[config.mk]
export PLATFORM = sky130hd
export DESIGN_NAME = fetch_stage
export DESIGN_NICKNAME = d
export VERILOG_FILES = /design/src/rtl/fetch_stage_pkg.sv /design/src/rtl/fetch_fifo.sv /design/src/rtl/fetch_stage.sv
export SDC_FILE = /design/constraint.sdc
export NUM_CORES = 1
export LEC_CHECK = 0
export CORE_MARGIN = 1.5
export CORE_UTILIZATION = 48
export DETAILED_ROUTE_END_ITERATION = 7
export PLACE_DENSITY = 0.86
export SYNTH_ARGS = -nofsm -noshare
export SYNTH_HDL_FRONTEND = slang
export SYNTH_SLANG_ARGS = --single-unit
[constraint.sdc]
create_clock -name clk -period 5.1 [get_ports clk]
set_input_delay 1.02 -clock clk [delete_from_list [all_inputs] [get_ports clk]]
set_output_delay 1.02 -clock clk [all_outputs]
set_load 0.01 [all_outputs]
[src/rtl/fetch_stage_pkg.sv]
// Shared fetch-path constants and the prefetch entry layout, also imported
// by the decode and execute stages.
package fetch_stage_pkg;

  localparam int FETCH_DATA_WIDTH = 32;
  localparam int FETCH_ADDR_WIDTH = 16;
  localparam int FETCH_FIFO_DEPTH = 2;
  localparam int FETCH_PC_STEP    = 4;
  localparam int FETCH_RESET_PC   = 0;

  // Entry layout, MSB to LSB: {data, pc, fromRam}
  typedef struct packed {
    logic [FETCH_DATA_WIDTH-1:0] data;
    logic [FETCH_ADDR_WIDTH-1:0] pc;
    logic                        fromRam;
  } fetch_entry_t;

  function automatic int entryWidth(input int dataWidth, input int addrWidth);
    return dataWidth + addrWidth + 1;
  endfunction

endpackage

[src/rtl/fetch_fifo.sv]
// Small synchronous prefetch FIFO with flush; a push into a full FIFO is
// accepted only when a pop happens in the same cycle.
module fetch_fifo
  import fetch_stage_pkg::*;
#(
  parameter int WIDTH = entryWidth(FETCH_DATA_WIDTH, FETCH_ADDR_WIDTH),
  parameter int DEPTH = FETCH_FIFO_DEPTH
) (
  input  logic             clk,
  input  logic             reset,
  input  logic             push_i,
  input  logic             pop_i,
  input  logic             flush_i,
  input  logic [WIDTH-1:0] data_i,
  output logic             full_o,
  output logic             empty_o,
  output logic [WIDTH-1:0] head_o
);

  localparam int PTR_W = (DEPTH > 1) ? $clog2(DEPTH) : 1;
  localparam int CNT_W = $clog2(DEPTH + 1);

  logic [WIDTH-1:0] mem_q [DEPTH];
  logic [PTR_W-1:0] wrPtr_q, wrPtr_d;
  logic [PTR_W-1:0] rdPtr_q, rdPtr_d;
  logic [CNT_W-1:0] count_q, count_d;
  logic             doPush;
  logic             doPop;

  function automatic logic [PTR_W-1:0] nextPtr(input logic [PTR_W-1:0] p);
    return (p == PTR_W'(DEPTH - 1)) ? '0 : p + PTR_W'(1);
  endfunction

  assign full_o  = (count_q == CNT_W'(DEPTH));
  assign empty_o = (count_q == '0);
  assign head_o  = mem_q[rdPtr_q];

  assign doPop  = pop_i & ~empty_o & ~flush_i;
  assign doPush = push_i & (~full_o | doPop) & ~flush_i;

  always_comb begin
    wrPtr_d = wrPtr_q;
    rdPtr_d = rdPtr_q;
    count_d = count_q;
    if (flush_i) begin
      wrPtr_d = '0;
      rdPtr_d = '0;
      count_d = '0;
    end else begin
      if (doPush) wrPtr_d = nextPtr(wrPtr_q);
      if (doPop)  rdPtr_d = nextPtr(rdPtr_q);
      case ({doPush, doPop})
        2'b10:   count_d = count_q + CNT_W'(1);
        2'b01:   count_d = count_q - CNT_W'(1);
        default: count_d = count_q;
      endcase
    end
  end

  always_ff @(posedge clk) begin
    if (reset) begin
      wrPtr_q <= '0;
      rdPtr_q <= '0;
      count_q <= '0;
    end else begin
      wrPtr_q <= wrPtr_d;
      rdPtr_q <= rdPtr_d;
      count_q <= count_d;
    end
  end

  // Storage needs no reset: count_q alone decides which slots are live.
  always_ff @(posedge clk) begin
    if (doPush && !reset) mem_q[wrPtr_q] <= data_i;
  end

endmodule

[src/rtl/fetch_stage.sv]
// Registered instruction-fetch stage: owns the PC, selects boot ROM or RAM
// data, buffers fetched words and hands them to decode via valid/ready.
module fetch_stage
  import fetch_stage_pkg::*;
#(
  parameter int DATA_WIDTH = FETCH_DATA_WIDTH,
  parameter int ADDR_WIDTH = FETCH_ADDR_WIDTH,
  parameter int FIFO_DEPTH = FETCH_FIFO_DEPTH,
  parameter int PC_STEP    = FETCH_PC_STEP,
  parameter int RESET_PC   = FETCH_RESET_PC
) (
  input  logic                  clk,
  input  logic                  reset,
  input  logic                  execute_from_ram,
  output logic [ADDR_WIDTH-1:0] fetch_address,
  input  logic [DATA_WIDTH-1:0] ram_value,
  input  logic [DATA_WIDTH-1:0] brom_value,
  input  logic                  redirect_valid,
  input  logic [ADDR_WIDTH-1:0] redirect_pc,
  output logic                  instr_valid,
  input  logic                  instr_ready,
  output logic [DATA_WIDTH-1:0] instr_binary,
  output logic [ADDR_WIDTH-1:0] instr_pc,
  output logic                  instr_from_ram
);

  localparam int ENTRY_W = entryWidth(DATA_WIDTH, ADDR_WIDTH);

  logic [ADDR_WIDTH-1:0] pc_q, pc_d;
  logic [DATA_WIDTH-1:0] fetchData;
  logic [ENTRY_W-1:0]    pushEntry;
  logic [ENTRY_W-1:0]    headEntry;
  logic                  fifoFull;
  logic                  fifoEmpty;
  logic                  push;
  logic                  pop;

  assign fetch_address = pc_q;
  assign fetchData     = execute_from_ram ? ram_value : brom_value;
  assign pushEntry     = {fetchData, pc_q, execute_from_ram};

  // A redirect suppresses both sides of the handshake for its cycle.
  assign pop  = ~fifoEmpty & instr_ready & ~redirect_valid;
  assign push = ~redirect_valid & (~fifoFull | pop);

  fetch_fifo #(
    .WIDTH (ENTRY_W),
    .DEPTH (FIFO_DEPTH)
  ) uFifo (
    .clk     (clk),
    .reset   (reset),
    .push_i  (push),
    .pop_i   (pop),
    .flush_i (redirect_valid),
    .data_i  (pushEntry),
    .full_o  (fifoFull),
    .empty_o (fifoEmpty),
    .head_o  (headEntry)
  );

  always_comb begin
    pc_d = pc_q;
    if (redirect_valid)
      pc_d = redirect_pc;
    else if (push)
      pc_d = pc_q + ADDR_WIDTH'(PC_STEP);
  end

  always_ff @(posedge clk) begin
    if (reset) pc_q <= ADDR_WIDTH'(RESET_PC);
    else       pc_q <= pc_d;
  end

  assign instr_valid    = ~fifoEmpty;
  assign instr_binary   = instr_valid ? headEntry[ENTRY_W-1 -: DATA_WIDTH] : '0;
  assign instr_pc       = instr_valid ? headEntry[ADDR_WIDTH:1] : '0;
  assign instr_from_ram = instr_valid ? headEntry[0] : 1'b0;

endmodule

==> reports/metrics.csv <==
metric;value;unit
ys.warnings.count;0;
insertion_delay;510;ps
numClockSinks;119;
ctsHoldBuffers;0;
layout_worst_path_cycle_share;73.0;%
max_freq;269;MHz
powerDensity;339;mW/mm^2
timing.final.ws_setup;1380;ps
synth_nets;472;
syn_inst;384;
finalWirelength;10900;um
fp-row-count;37;
synth_top_area_cell;edfxtp_1;
fill_cells;726;
cts_max_level;4;
synth-edff-count;98;
setup_viol;0;
report.final.slew_viol_count;0;
path_clk_slew;60;ps
peakVddDrop;0.211;mV
overflow;0;
area_growth;41.6;%
grt_pass1_wl;17600;um
grt_pass1_vias;3552;
p_leak;2.53;nW
ctsResizeCount;0;
min_period;3720;ps
cts_tree;done;
skew;4.22;ps
synth_top_area_share;56.5;%
cp-start-kind;flop;
drive_gt1_share;14.1;%
fin_setup_tns;0;ps
post-place-ws;1320;ps
fin_nets;622;
layout_common_cells;clkdlybuf4s50_1 (150), edfxtp_1 (98), nor2_1 (58), mux2i_1 (52), mux2_2 (32);
avgSynthCellArea;13.6;sq um
antenna_found_initial;0;
die_area;0.0115;sq mm
critPathSlowestCell;dfxtp_2;
drc;0;
hold_path_class;reg -> reg;
path_max_fanout;26;
synthArstFlopShare;0;%
worst_pin_slew;1120;ps
grt_max_degree;53;
ant_nets;0;
place_congestion;0.817;
avgViaCountPerCell;5.13;
rsz0062_at_grt;no;
cts_setup_buffers;0;
drt_pass1_iterations;4;
io_pins;151;
path_cells;buf_4 > mux2i_1 > nor2_1 > clkdlybuf4s50_1;
synth_cell_types;36;
routedWlPerCell;16.0;um
drt_iter0_drc;149;
hpwl;7530;um
track_usage;20.4;%
port_buffers;150;
via_count;3506;
endpoint_kind;output pin;
final_util;70.8;%
cts_buffers;17;
cts_buffer_depth;2;
hold_violations;0;
ys_seq_elements;119;
core_area;0.0104;sq mm
finalPower;0.00250;W
cp_data_arrival_time;2700;ps
crit_type;reg -> out;
netlist_top_cells_area;edfxtp_1 (56%), mux2i_1 (10%), dfxtp_1 (8.1%), mux2_2 (6.9%), nor2_1 (4.2%);
drv_cap;0;
die_w;107;um
stdcell_count;683;
cts-root-buf;clkbuf_8;
dp_cells;651;
slew_headroom;25.2;%
cp_slowest_stage_delay;800;ps
final_common_cell;clkdlybuf4s50_1;
syn_area;0.00521;sq mm
start_util;50.0;%
ys.flop_type;edfxtp_1;
crit_required;4080;ps
ff2ff_setup_slack;1900;ps
status;complete, no violations;
antenna_cells;0;
yosysSeqAreaShare;64.5;%
die_h;107;um
## path summary, 6_finish.rpt
kind / depth (start not counted) / end / startpoint
worst max register to register: 7 / uFifo.mem_q[0][30] / uFifo.count_q[0]
worst max-delay path: 4 / instr_binary[0] / flop
worst min-delay path: 0 / uFifo.mem_q[0][2] / fetch_address[1]
worst min register to register: 0 / uFifo.mem_q[0][2] / fetch_address[1]
## report_power, final
part / leakage [nW] / switching, W / internal, W / total (W)
sequential: 1.08 / 0.0000280 / 0.00110 / 0.00113
combinational: 1.18 / 0.000131 / 0.000176 / 0.000307
clock: 0.271 / 0.000425 / 0.000640 / 0.00107
## flip-flops by register name, summed over array words and instances (netlist names), named ones only
signal         count
uFifo.rdPtr_q      1
uFifo.mem_q       98
fetch_address     16
uFifo.wrPtr_q      1
uFifo.count_q      2
## layout make-up
type / instances / area (sq um) / share of cell area (%)
Sequential cell: 119 / 3360 / 45.6
Multi-Input combinational cell: 225 / 1700 / 23.0
Timing Repair Buffer: 155 / 1540 / 20.9
Clock buffer: 19 / 453 / 6.14
Tap cell: 136 / 170 / 2.31
Clock inverter: 13 / 93.8 / 1.27
Inverter: 16 / 60.1 / 0.814
## Yosys cell counts (all sizes together) (2+ instances only)
cell type / instances
a2111oi: 3
nor2b: 2
nor2: 59
o22ai: 2
mux2i: 52
nand3: 4
o21ai: 2
a21oi: 14
xnor2: 7
dfxtp: 21
nand4: 3
edfxtp: 98
inv: 16
o21a: 9
a211oi: 5
nor3: 2
ha: 3
xor2: 7
clkbuf: 16
mux2: 32
buf: 8
nand2: 8
and3: 2
## per-layer routing
| layer | vias up | share of wire [%] | track usage, % | wire length [um] |
|---|---|---|---|---|
| li1 | 1696 | - | - | - |
| met1 | 1664 | 41 | 23.4 | 4430 |
| met2 | 128 | 51 | 35.5 | 5580 |
| met3 | 18 | 6.5 | 6.50 | 705 |
| met4 | 0 | 1.9 | 7.24 | 209 |
| met5 | - | 0 | 0 | 0 |
## kinds of logic (layout without fill, tap and decap cells)
kind of cell	count (synthesis)	in the layout	synth area share, %
DFF	119	119	64.5
and+or+nand+nor	85	85	7.01
muxes	84	84	16.9
buffers and inverters	40	203	3.10
AOI/OAI and AO/OA	39	39	5.38
xor gates and xnor gates	14	14	2.35
adders and majority gates	3	3	0.720
## worst max-delay path, delay by kind of cell (launching register included)
family,cells,cell delay (ps)
and+or+nand+nor,1,60
muxes,1,250
buffers and inverters,2,1070
DFF,1,800
## metrics by stage
stage          hold slack, ps  instance area (sq um)
3_5_place_dp              511                   6830
2_1_floorplan             470                   5210
5_1_grt                   541                   7380
6_report                  511                   7380
3_3_place_gp              479                   6830
4_1_cts                   527                   7380
Power figures use the tool's default switching activity.
